===== src/rtl/core_defs.sv =====
// Shared definitions for the 8-bit core: result-source codes, writeback FSM
// encoding and the canonical NOP instruction word.
package core_defs;

    typedef enum logic [1:0] {
        RESULT_SRC_ALU  = 2'b00,
        RESULT_SRC_MEM  = 2'b01,
        RESULT_SRC_IMM  = 2'b10,
        RESULT_SRC_LINK = 2'b11
    } result_src_e;

    typedef enum logic [1:0] {
        WB_IDLE     = 2'd0,
        WB_WAIT_MEM = 2'd1
    } wb_state_e;

    localparam logic [15:0] NOP_INSTR = 16'hE000;

endpackage


===== src/rtl/writeback_result_mux.sv =====
// Combinational 4:1 selection of the writeback result by result source.
module writeback_result_mux
    import core_defs::*;
#(
    parameter int DATA_W = 8
) (
    input  logic [1:0]        sel_i,
    input  logic [DATA_W-1:0] alu_i,
    input  logic [DATA_W-1:0] mem_i,
    input  logic [DATA_W-1:0] imm_i,
    input  logic [DATA_W-1:0] link_i,
    output logic [DATA_W-1:0] data_o
);

    always_comb begin
        data_o = alu_i;
        case (result_src_e'(sel_i))
            RESULT_SRC_ALU:  data_o = alu_i;
            RESULT_SRC_MEM:  data_o = mem_i;
            RESULT_SRC_IMM:  data_o = imm_i;
            RESULT_SRC_LINK: data_o = link_i;
            default:         data_o = alu_i;
        endcase
    end

endmodule


===== src/rtl/writeback_stage.sv =====
// Writeback stage: retires one instruction per cycle into the register-file
// write port, stalling upstream while a load's data is outstanding.
module writeback_stage
    import core_defs::*;
#(
    parameter int DATA_W      = 8,
    parameter int MEM_TIMEOUT = 16,
    parameter int CNT_W       = 16
) (
    input  logic              clk,
    input  logic              reset,
    input  logic              flush,
    input  logic              in_valid,
    output logic              in_ready,
    input  logic              in_reg_write,
    input  logic [2:0]        in_rd,
    input  logic [1:0]        in_result_src,
    input  logic [DATA_W-1:0] in_alu_result,
    input  logic [DATA_W-1:0] in_imm,
    input  logic [DATA_W-1:0] in_pc_next,
    input  logic              mem_rvalid,
    input  logic [DATA_W-1:0] mem_rdata,
    output logic              RegWrite,
    output logic [2:0]        write_reg,
    output logic [DATA_W-1:0] write_data,
    output logic              wb_stall,
    output logic [CNT_W-1:0]  retire_count,
    output logic              mem_timeout
);

    localparam int WCNT_W = $clog2(MEM_TIMEOUT) + 1;
    localparam logic [WCNT_W-1:0] WAIT_LAST = WCNT_W'(MEM_TIMEOUT - 1);

    wb_state_e         state_q;
    logic [WCNT_W-1:0] wait_cnt_q;
    logic              ld_reg_write_q;
    logic [2:0]        ld_rd_q;
    logic              reg_write_q;
    logic [2:0]        write_reg_q;
    logic [DATA_W-1:0] write_data_q;
    logic [CNT_W-1:0]  retire_q;
    logic              timeout_q;

    logic [DATA_W-1:0] sel_data_d;
    logic              capture_d;

    writeback_result_mux #(.DATA_W(DATA_W)) u_mux (
        .sel_i  (in_result_src),
        .alu_i  (in_alu_result),
        .mem_i  (mem_rdata),
        .imm_i  (in_imm),
        .link_i (in_pc_next),
        .data_o (sel_data_d)
    );

    assign in_ready  = (state_q == WB_IDLE);
    assign wb_stall  = (state_q == WB_WAIT_MEM);
    assign capture_d = in_valid & in_ready & ~flush;

    always_ff @(posedge clk) begin
        if (reset) begin
            state_q        <= WB_IDLE;
            wait_cnt_q     <= '0;
            ld_reg_write_q <= 1'b0;
            ld_rd_q        <= '0;
            reg_write_q    <= 1'b0;
            write_reg_q    <= '0;
            write_data_q   <= '0;
            retire_q       <= '0;
            timeout_q      <= 1'b0;
        end else begin
            // RegWrite is a one-cycle pulse; data/address hold between writes.
            reg_write_q <= 1'b0;
            case (state_q)
                WB_IDLE: begin
                    if (capture_d) begin
                        if (result_src_e'(in_result_src) == RESULT_SRC_MEM) begin
                            ld_reg_write_q <= in_reg_write;
                            ld_rd_q        <= in_rd;
                            wait_cnt_q     <= '0;
                            state_q        <= WB_WAIT_MEM;
                        end else begin
                            reg_write_q <= in_reg_write;
                            if (in_reg_write) begin
                                write_reg_q  <= in_rd;
                                write_data_q <= sel_data_d;
                            end
                            retire_q <= retire_q + CNT_W'(1);
                        end
                    end
                end
                WB_WAIT_MEM: begin
                    wait_cnt_q <= wait_cnt_q + WCNT_W'(1);
                    // Priority: flush, then returning data, then timeout.
                    if (flush) begin
                        state_q <= WB_IDLE;
                    end else if (mem_rvalid) begin
                        reg_write_q <= ld_reg_write_q;
                        if (ld_reg_write_q) begin
                            write_reg_q  <= ld_rd_q;
                            write_data_q <= mem_rdata;
                        end
                        retire_q <= retire_q + CNT_W'(1);
                        state_q  <= WB_IDLE;
                    end else if (wait_cnt_q == WAIT_LAST) begin
                        timeout_q <= 1'b1;
                        state_q   <= WB_IDLE;
                    end
                end
                default: state_q <= WB_IDLE;
            endcase
        end
    end

    assign RegWrite     = reg_write_q;
    assign write_reg    = write_reg_q;
    assign write_data   = write_data_q;
    assign retire_count = retire_q;
    assign mem_timeout  = timeout_q;

endmodule


===== config.mk =====
export PLATFORM = sky130hd
export DESIGN_NAME = writeback_stage
export DESIGN_NICKNAME = d
export VERILOG_FILES = /design/src/rtl/core_defs.sv /design/src/rtl/writeback_result_mux.sv /design/src/rtl/writeback_stage.sv
export SDC_FILE = /design/constraint.sdc
export NUM_CORES = 1
export LEC_CHECK = 0
export CAP_MARGIN = 10
export CORE_UTILIZATION = 48
export DETAILED_ROUTE_END_ITERATION = 8
export HOLD_SLACK_MARGIN = 0.05
export PLACE_DENSITY_LB_ADDON = 0.25
export SLEW_MARGIN = 20
export SYNTH_ARGS = -nofsm -noshare
export SYNTH_HDL_FRONTEND = slang
export SYNTH_SLANG_ARGS = --single-unit
export TNS_END_PERCENT = 1

===== constraint.sdc =====
create_clock -name clk -period 3.8 [get_ports clk]
set_input_delay 1.14 -clock clk [delete_from_list [all_inputs] [get_ports clk]]
set_output_delay 1.14 -clock clk [all_outputs]
set_load 0.02 [all_outputs]

* After elaboration in Yosys (flattened, before gate mapping)
Index checks and enable logic that the tools add are counted.
Word-level totals: register bits after elaboration 40, input bits 43, output and inout bits 31
Cells by class: add/sub/neg operators 2, equality and inequality tests 13, mux-type cells 34, bitwise gates (word level) 4, reduce and logical (&&, ||, !) cells 9
Operators by type and width (number):
- 2-to-1 mux 16 bit | 4
- 2-to-1 mux 8 bit | 6
- case mux 16 bit (2 select lines) | 1
- case mux 8 bit (3 select lines) | 1
- 2-to-1 mux 3 bit | 6
- adder 16 x 1 -> 16 bit (second input constant) | 1
- case mux 8 bit (2 select lines) | 1
- 2-to-1 mux 2 bit | 5
- 2-to-1 mux 5 bit | 2
- case mux 5 bit (2 select lines) | 1
- AND reduction 3 bit | 3
- != test 2 x 1 -> 1 bit (second input constant) | 4
- AND reduction 7 bit | 1
- != test 2 bit (second input constant) | 3
- case mux 3 bit (2 select lines) | 1
- adder 5 x 1 -> 5 bit (second input constant) | 1
- equality test 5 x 4 -> 1 bit (second input constant) | 1
- AND reduction 5 bit | 1
- equality test 2 x 1 -> 1 bit (second input constant) | 2
- equality test 2 bit (second input constant) | 2
- logical NOT 2 bit | 2
- 2-to-1 mux 1 bit | 4
- != test 4 x 3 -> 1 bit (second input constant) | 1
- case mux 2 bit (2 select lines) | 1
- other kinds (5) | 7

* Depth between registers and ports, before layout
word-level depth 6, mapped depth 7, depth with buffers taken out 5

* Hierarchy
From an unflattened synthesis, not the netlist that was laid out.
Second synthesis, totals: cell total of the unflattened synthesis 210, area, all modules 2029.4 µm²
Modules (own cells, without submodules):
- writeback_stage | instances 1, cells an instance 200, area each 1833.0 µm², sequential area each 780.7 µm²
- writeback_result_mux | instances 1, cells an instance 10, area each 196.4 µm², sequential area each 0.0 µm²

* Least setup slack after synthesis
No wires, ideal clock.
path kind input to register, from input in_result_src[1], to register retire_q[13], in the netlist retire_count[13], arrival time 2.250 ns, data required time 3.677 ns, setup slack 1.426 ns, cell stages on the path 6, path buffers 2, path through buf_4 nand2b_4 a31oi_4 buf_6 nor4_2 mux2_1
On the way: word-level cells in the longest chain between the ends 3
RTL lines:
- start: declaration | RTL line writeback_stage.sv:17 | input logic [1:0] in_result_src,
- equality test 2 x 1 -> 1 bit | RTL line writeback_stage.sv:77 | if (result_src_e'(in_result_src) == RESULT_SRC_MEM) begin
- != test 2 bit (no line)
- AND reduction 5 bit (no line)
- end signal: assignment | RTL line writeback_stage.sv:88 | retire_q <= retire_q + CNT_W'(1);
- end signal: assignment | RTL line writeback_stage.sv:103 | retire_q <= retire_q + CNT_W'(1);
- end: declaration | RTL line writeback_stage.sv:41 | logic [CNT_W-1:0] retire_q;
No other way between the ends. A chain may end at the register's enable or synchronous reset.

* Worst setup path in the final report
from input flush, to register retire_q[11], in the netlist retire_count[11]
On the way: word-level cells in the longest chain between the ends 4, elaborated cells on any way between the ends 5, those cells by class eq/ne: 2; bitwise: 2; reduce/logical: 1
RTL lines:
- start: declaration | RTL line writeback_stage.sv:12 | input logic flush,
- NOT 1 bit (no line)
- AND 1 bit | RTL line writeback_stage.sv:58 | assign capture_d = in_valid & in_ready & ~flush;
- != test 2 x 1 -> 1 bit (no line)
- AND reduction 5 bit (no line) *
Mark *: on every way between the ends. The rest lies on a longest branch, timed or not.

==> impl_metrics.yaml <==
timing:
  rsz0062_at_grt: "no"
  relSlewSlack_pct: 44.19
  finalCriticalPeriod_ns: 2.800
  skew_ns: 0.002808
  tns_ns: 0
  fmax_mhz: 357.2
  holdWs_ns: 0.4575
  final_max_slew_viol_count: 0
  fin_crit_sh_pct: 73.68
  setup_viol: 0
  worst_pin_slew_ns: 0.8345
  hold_violations: 0
synth:
  synth_area_mm2: 0.002076
  syn_nets: 278
  ys_types: 44
  synthArstFlopShare_pct: 0
  synth.area.top_cells: "dfxtp_1 38%, a21oi_1 7.0%, mux2i_1 5.3%"
  ys_ff_latch: 39
  synth.avg_cell_area_um2: 8.947
  synth_ff_type: "dfxtp_1"
  yosys.area.top_type: "dfxtp_1"
  synth_top_area_share_pct: 37.61
  yosys_warnings: 0
  yosysSeqAreaShare_pct: 37.61
  synth-edff-count: 0
  synthCells: 232
global_routing:
  grtUsageTotal_pct: 23.44
  grt_pass1_vias: 1696
  gr-usage-met1_pct: 31.22
  grt_pass1_wl_um: 7948
  grt_max_degree: 27
  grt_use_met3_pct: 4.899
  globalRoute.busiestLayer: "met2"
  antenna_found_initial: 0
  grtUsageMet2_pct: 36.01
  overflow: 0
clock_tree:
  cts_hold_buf: 0
  cts_buffers: 5
  clock_latency_ns: 0.30
  clockBufferDepth: 2
  cts.sinks: 39
  htree_num_levels: 2
  tritoncts: "yes"
  postCtsSetupBuffers: 0
  cts_resized: 0
  clkTransAtPathRegs_ns: 0.07
  root_buffer: "clkbuf_8"
setup_path:
  critPathMaxFanout: 14
  crit_chain: "clkdlybuf4s50_1 -> nand4b_2 -> nor4_1 -> mux2_2"
  crit_family: "simple AND/OR/NAND/NOR gates"
  required_ns: 3.99
  critPathKind: "input port to flip-flop"
  cp_slowest_cell: "clkdlybuf4s50_1"
  worstSetupEndpointType: "flip-flop"
  cp-start-kind: "input port"
  crit_buf_inv: 1
  worstPathArrival_ns: 2.99
  max_stage_delay_ns: 0.62
job:
  cap_violations: 0
floorplan:
  dieArea_mm2: 0.004591
  fp.dieH_um: 67.76
  start_util_pct: 50.80
  core_mm2: 0.004086
  top_level_ports: 74
  die_w_um: 67.76
  rows: 23
outcome:
  outcome: "finished, final reports clean"
route:
  ant_nets: 0
  finalWirelength_um: 5012
  drt_iter0_drc: 93
  first_pass_iters: 4
  drc: 0
  via_per_inst: 5.535
  routedWlPerCell_um: 14.20
  vias: 1954
placement:
  dp_hpwl_um: 3507
  dp.cells: 346
  portBuffers: 73
  gp_congestion: 0.7840
layout:
  largest_reg_flops: 16
  layout.nets: 349
  post-route-util_pct: 71.34
  area_delta_synth_final_pct: 40.45
  antennaDiodeCount: 0
  layout-drive-gt1-share_pct: 10.23
  nFillCells: 330
  fin_cells: 353
power:
  ir_drop_mv: 0.2748
  p_leak_nw: 1.082
  power_density_mw_per_mm2: 287.9
  power_mw: 0.8394
worst_hold_path:
  hold_path_class: "flip-flop to flip-flop"
## cell families after synthesis
kind of cell	Yosys count	share of synthesized area, %
xor gates and xnor gates	1	0.4220
DFF	39	37.61
buffers and inverters	27	6.811
adders and majority gates	3	1.809
AOI/OAI and AO/OA	57	17.72
muxes	20	10.19
and+or+nand+nor	85	25.44
## power by group
part	internal, mW	switching (mW)
Clock	0.142	0.144
Combinational	0.0746	0.0578
Sequential	0.416	0.00490
Total	0.633	0.206
## worst reg2reg max path: stages, from the launching register on
cell,delay (ns)
dfxtp_1,0.55
buf_4,0.29
and2_2,0.20
a31oi_4,0.10
nor4_1,0.41
mux2_2,0.38
## through the flow
stage / instance area, um^2 / worst slack (ns)
global route: 2915 / 0.9200
CTS: 2915 / 1.048
detailed placement: 2828 / 0.7340
global placement: 2828 / 0.7901
floorplan: 2076 / 1.426
finish: 2915 / 1.000
## area by class of cell
| cell class | instances | area (um^2) | area share [%] |
|---|---|---|---|
| Clock buffer | 6 | 82.58 | 2.833 |
| Tap cell | 50 | 62.56 | 2.146 |
| Sequential cell | 39 | 780.7 | 26.78 |
| Inverter | 11 | 41.29 | 1.416 |
| Clock inverter | 1 | 5.005 | 0.1717 |
| Timing Repair Buffer | 80 | 783.3 | 26.87 |
| Multi-Input combinational cell | 166 | 1160 | 39.79 |
## placed cells by master (no fill, tap or decap), drive strengths merged
cell,count
or3,4
nand2,19
a31oi,2
nor2,12
dfxtp,39
and2b,1
nand2b,4
xor2,1
ha,3
a221oi,8
or2,1
clkbuf,6
clkdlybuf4s50,73
or3b,1
mux2,9
o211ai,8
and2,1
nor4b,1
nand4,4
nor2b,7
nand3,13
mux2i,11
and4,2
o21ai,4
and4b,1
nand4b,1
nor4,4
o31ai,6
or4,6
and3,1
a21oi,29
nor3b,2
clkinv,1
buf,7
inv,11
## final timing paths
kind / from / endpoint / slack [ns] / depth (start not counted)
max reg2reg: state_q[0] / retire_count[11] / 1.76 / 5
max: flush / retire_count[11] / 1.00 / 4
min: ld_rd_q[0] / ld_rd_q[0] / 0.46 / 2
min reg2reg: ld_rd_q[0] / ld_rd_q[0] / 0.46 / 2
## routing by layer
metal | up-vias | wire (um)
met5 | - | 0
met4 | 0 | 89
met3 | 7 | 261
met2 | 52 | 2248
met1 | 900 | 2412
li1 | 995 | -
## synthesized netlist by cell type, types with 7 or more instances
cell type  instances
a221oi_1           8
o211ai_1           8
inv_1             11
nand3_1           13
nand2_1           19
mux2i_1           11
a21oi_1           29
nor2b_1            7
nor2_1            12
dfxtp_1           39
(Power assumes the default switching activity.)
